$ cat config.mk
export PLATFORM = sky130hd
export DESIGN_NAME = alu_sequencer
export DESIGN_NICKNAME = d
export VERILOG_FILES = /design/src/rtl/alu_sequencer.sv
export SDC_FILE = /design/constraint.sdc
export NUM_CORES = 1
export LEC_CHECK = 0
export ABC_CLOCK_PERIOD_IN_PS = 4000
export BUFFER_PORTS_ARGS = -buffer_cell sky130_fd_sc_hd__buf_2
export CORE_UTILIZATION = 49
export DETAILED_ROUTE_END_ITERATION = 10
export PLACE_DENSITY_LB_ADDON = 0.05
export SKIP_CTS_REPAIR_TIMING = 1
export SYNTH_ARGS = -nofsm -noshare
export SYNTH_HDL_FRONTEND = slang
export SYNTH_SLANG_ARGS = --single-unit
$ cat constraint.sdc
create_clock -name clk -period 4 [get_ports clk]
set_input_delay 0.8 -clock clk [delete_from_list [all_inputs] [get_ports clk]]
set_output_delay 0.8 -clock clk [all_outputs]
set_load 0.01 [all_outputs]
$ cat src/rtl/alu_sequencer.sv
// alu_sequencer: accepts one ALU command at a time, issues it to an external
// multi-cycle ALU, waits for the result and holds it until the consumer takes it.
// Optional feature macro: ALU_SEQ_TIMEOUT_EN adds a WAIT-state timeout abort
// after TIMEOUT cycles without a qualified alu_rdy.
module alu_sequencer #(
  parameter int unsigned TIMEOUT = 255
) (
  input  logic        clk,
  input  logic        rst,
  input  logic        cmd_valid,
  output logic        cmd_ready,
  input  logic [5:0]  cmd_op,
  input  logic [15:0] cmd_a,
  input  logic [15:0] cmd_b,
  output logic        alu_bgn,
  output logic [5:0]  alu_opcode,
  output logic [15:0] alu_a,
  output logic [15:0] alu_b,
  input  logic        alu_rdy,
  input  logic [15:0] alu_acc1,
  input  logic [15:0] alu_acc2,
  input  logic        alu_zero,
  input  logic        alu_negative,
  input  logic        alu_carry,
  input  logic        alu_overflow,
  output logic        res_valid,
  input  logic        res_ready,
  output logic [15:0] res_x,
  output logic [15:0] res_y,
  output logic [3:0]  res_flags,
  output logic        busy,
  output logic        timeout_err
);

  typedef enum logic [1:0] {IDLE, ISSUE, WAIT, DONE} state_t;

  state_t      state, state_n;
  logic        first_wait, first_wait_n;
  logic        cmd_ready_n, alu_bgn_n, res_valid_n, busy_n;
  logic [5:0]  alu_opcode_n;
  logic [15:0] alu_a_n, alu_b_n, res_x_n, res_y_n;
  logic [3:0]  res_flags_n;

`ifdef ALU_SEQ_TIMEOUT_EN
  localparam int unsigned CntW = 8;
  localparam logic [CntW-1:0] TimeoutLast = CntW'(TIMEOUT - 1);
  logic [CntW-1:0] cnt, cnt_n;
  logic            timeout_err_n;
`else
  logic unused_timeout;
  assign unused_timeout = ^8'(TIMEOUT);
  assign timeout_err    = 1'b0;
`endif

  // State and all registered outputs.
  always_ff @(posedge clk or posedge rst) begin
    if (rst) begin
      state       <= IDLE;
      first_wait  <= 1'b0;
      cmd_ready   <= 1'b0;
      alu_bgn     <= 1'b0;
      alu_opcode  <= '0;
      alu_a       <= '0;
      alu_b       <= '0;
      res_valid   <= 1'b0;
      res_x       <= '0;
      res_y       <= '0;
      res_flags   <= '0;
      busy        <= 1'b0;
`ifdef ALU_SEQ_TIMEOUT_EN
      cnt         <= '0;
      timeout_err <= 1'b0;
`endif
    end else begin
      state       <= state_n;
      first_wait  <= first_wait_n;
      cmd_ready   <= cmd_ready_n;
      alu_bgn     <= alu_bgn_n;
      alu_opcode  <= alu_opcode_n;
      alu_a       <= alu_a_n;
      alu_b       <= alu_b_n;
      res_valid   <= res_valid_n;
      res_x       <= res_x_n;
      res_y       <= res_y_n;
      res_flags   <= res_flags_n;
      busy        <= busy_n;
`ifdef ALU_SEQ_TIMEOUT_EN
      cnt         <= cnt_n;
      timeout_err <= timeout_err_n;
`endif
    end
  end

  // Next-state and next-output logic; strobes are decoded from the next state.
  always_comb begin
    state_n       = state;
    first_wait_n  = 1'b0;
    alu_opcode_n  = alu_opcode;
    alu_a_n       = alu_a;
    alu_b_n       = alu_b;
    res_x_n       = res_x;
    res_y_n       = res_y;
    res_flags_n   = res_flags;
`ifdef ALU_SEQ_TIMEOUT_EN
    cnt_n         = cnt;
    timeout_err_n = timeout_err;
`endif
    case (state)
      IDLE: begin
        if (cmd_valid && cmd_ready) begin
          alu_opcode_n = cmd_op;
          alu_a_n      = cmd_a;
          alu_b_n      = cmd_b;
          state_n      = ISSUE;
        end
      end
      ISSUE: begin
        first_wait_n = 1'b1;
        state_n      = WAIT;
`ifdef ALU_SEQ_TIMEOUT_EN
        cnt_n        = '0;
`endif
      end
      WAIT: begin
        // The first WAIT cycle may still see rdy left over from the previous op.
        if (!first_wait && alu_rdy) begin
          res_x_n       = alu_acc1;
          res_y_n       = alu_acc2;
          res_flags_n   = {alu_zero, alu_negative, alu_carry, alu_overflow};
          alu_opcode_n  = '0;
          state_n       = DONE;
`ifdef ALU_SEQ_TIMEOUT_EN
          timeout_err_n = 1'b0;
        end else if (cnt == TimeoutLast) begin
          res_x_n       = '0;
          res_y_n       = '0;
          res_flags_n   = '0;
          alu_opcode_n  = '0;
          timeout_err_n = 1'b1;
          state_n       = DONE;
        end else begin
          cnt_n         = cnt + CntW'(1);
`endif
        end
      end
      DONE: begin
        if (res_ready) begin
          state_n = IDLE;
        end
      end
      default: state_n = IDLE;
    endcase
    cmd_ready_n = (state_n == IDLE);
    alu_bgn_n   = (state_n == ISSUE);
    res_valid_n = (state_n == DONE);
    busy_n      = (state_n != IDLE);
  end

endmodule

==> summary.md <==
| Metric | Value |
|---|---|
| Htree depth | 3 |
| Mean instance size in the synthesized netlist | 17.5 um2 |
| Worst Path Required | 4.22 ns |
| Initial DRC count | 64 |
| Tot GR Track Use | 18.5% |
| Number of detailed-routing iterations run before antenna repair | 4 |
| Core area | 6060 um2 |
| Number of max-slew violations in the final report | 0 |
| Initial core utilization | 52.0% |
| Least-Margin Pin Slew | 1.13 ns |
| WL per Instance | 14.6 um |
| Path type of the worst setup path | flop to flop |
| Crit path from | state[0] |
| Top Ports | 158 |
| Synth Area in XOR/XNOR | 0% |
| Post-Synthesis Cell Area | 3150 um2 |
| Clock insertion delay at the later pin of the skew report | 0.34 ns |
| Ant diodes | 0 |
| Final GP Congestion | 0.683 |
| Post-DP HPWL | 4450 um |
| Standard-cell row count | 28 |
| Max IR drop VDD | 0.000428 V |
| PwrDens | 781 nW/um2 |
| Die Span X | 82.2 um |
| Type of element launching the critical path | flop |
| Die area | 6760 um2 |
| Synthesized instance count | 180 |
| Crit path max-delay cell type | and4bb_2 |
| Post-layout worst setup margin | 1.88 ns |
| Fraction of the mapped netlist area in adder cells | 0% |
| Clock sink count | 81 |
| Share of the synthesized area in compound gates (AO/OA/AOI/OAI) | 2.06% |
| Clk slew on worst S/H paths | 0.08 ns |
| Cell family contributing the most delay on the critical path | simple AND/OR/NAND/NOR gates |
| Critical register-to-register path startpoint | state[0] |
| Sum of overflow across all layers after global routing | 0 |
| Area growth from synthesis to layout | 31.8% |
| Final hold viol count | 0 |
| Number of storage elements in the synthesis netlist | 81 |
| Post-route core utilization | 68.6% |
| Final setup violation count | 0 |
| Worst path buffer plus inverter count | 1 |
| Vertical extent of the die | 82.2 um |
| Final total power | 3.24 mW |
| Worst stage delay on the critical path | 0.71 ns |
| Worst slack at placement | 1.51 ns |
| Simple-Gate Fraction of Synth Area | 2.30% |
| Most area-consuming cells after synthesis | dfrtp_1, mux2_4, mux2_1 |
| RSZ-0062 raised after global routing | no |
| TritonCTS clock tree | done |
| Capturing element type of the critical path | flop |
| Largest area contributor in the netlist | dfrtp_1 |
| Crit path cell chain | and4bb_2 -> buf_4 -> mux2_2 |
| I/O Buffers | 156 |
| Routed wire length | 6150 um |
| Highest fanout seen on the critical path | 21 |
| Routed via count divided by cell count | 4.74 |
| Number of filler instances in the final layout | 464 |
| Top cell type's share of synthesized area | 64.3% |
| Fraction of synthesized area in multiplexers | 27.9% |
| Highest achievable clock rate | 471 MHz |
| Arrival time worst endpoint | 2.35 ns |
| Bufs on Longest Clock Path | 2 |
| Number of vias after detailed routing | 1990 |
| Slew margin rel. | 24.8% |
| Sequential element share of the synthesized area | 64.3% |
| Max-cap violations | 0 |
| Post-route DRC violation count | 0 |
| Run status | finished clean |
| Fin crit share | 53.1% |
| Initial antenna violation count | 0 |
| Standby leakage power | 2.19 nW |
| Hold Path Class | flop to flop |
| Via count of the first global-routing pass | 1804 |
| Setup TNS | 0 ns |
| Clk root buf | clkbuf_8 |
| Hold Path Origin | alu_b[14] |
| Proportion of layout cells with a drive suffix above 1 | 62.6% |
| Antenna viol nets, final | 0 |
| Clock skew | 0.00847 ns |
| Dominant combinational cell family by area after synthesis | multiplexers |
| Syn. warnings | 0 |
| TritonCTS buffer count | 9 |
| Global-route wire length before repair | 8950 um |
| Net total in the final layout | 419 |
| Post-synth net total | 259 |
| Maximum number of pins on one net before global-route repair | 68 |
| Final period demand of the worst path | 2.12 ns |
| Library cells used by synthesis | 20 |
## synth_stat cells
cell type and n:
a22o_1 6, and4bb_1 1, buf_2 1, buf_4 2, buf_6 7, conb_1 1
dfrtp_1 81, inv_1 2, mux2_1 30, mux2_2 8, mux2_4 30, nand2b_1 1
nand3_1 1, nor2_2 1, nor2b_1 3, nor3b_1 1, nor4bb_1 1, o21a_1 1
o21ai_0 1, or2_2 1
## per-stage QoR
stage	cell area, um2	cells	hold WS [ns]
2_1_floorplan	3150	180	0.472
3_3_place_gp	3970	404	0.463
3_5_place_dp	3970	404	0.469
4_1_cts	4160	420	0.487
5_1_grt	4160	420	0.508
6_report	4160	420	0.481
## cells in the final DEF, fill, tap and decap left out, types with 2 or more instances in the layout
cell type,count
clkbuf_1,2
buf_4,3
mux2_4,30
buf_2,156
nor2b_1,3
a22o_1,6
clkbuf_8,9
clkinv_2,3
mux2_1,30
mux2_2,8
dfrtp_1,81
## area by class of cell
class                           count  area, um2  share of cell area [%]
Clock buffer                       11        131                    3.16
Clock inverter                      5       56.3                    1.36
Inverter                            2       8.76                   0.211
Multi-Input combinational cell     87       1030                    24.9
Sequential cell                    81       2030                    48.8
Tap cell                           75       93.8                    2.26
Timing Repair Buffer              159        803                    19.3
## cells by family (layout without fill, tap and decap cells)
kind of cell           count (synthesis)  count (layout)
AOI/OAI and AO/OA                      8               8
and+or+nand+nor                       10              10
buffers and inverters                 12             177
other                                  1               1
muxes                                 68              68
DFF                                   81              81
## per-layer routing
layer	track usage, %	vias to the layer above	wire length [um]	share of wire [%]
met1	23.9	948	2630	43
li1	-	949	-	-
met5	0	-	0	0
met4	7.89	0	44	0.72
met2	28.0	89	3010	49
met3	6.81	4	465	7.6
## path summary, 6_finish.rpt
kind / to / slack [ns] / cells after the start
worst min register to register: alu_b[14] / 0.48 / 1
max in group asynchronous: res_y[9] / 2.51 / 3
worst min-delay path: alu_b[14] / 0.48 / 1
worst max-delay path: res_y[2] / 1.88 / 3
worst max register to register: res_y[2] / 1.88 / 3
min in group asynchronous: alu_a[8] / 0.70 / 2
## registers in the layout, summed over array words and instances, names as in the netlist
| signal | cells |
|---|---|
| alu_a | 16 |
| alu_b | 16 |
| res_x | 16 |
| res_y | 16 |
| alu_opcode | 6 |
| res_flags | 4 |
| state | 2 |
| alu_bgn | 1 |
| busy | 1 |
| cmd_ready | 1 |
| first_wait | 1 |
| res_valid | 1 |
## power by group
part	internal, mW	switching (mW)	total [mW]
clock network	0.288	0.279	0.567
registers	1.21	0.197	1.40
logic	0.710	0.563	1.27
No activity file was read; power rests on OpenSTA's default activity.
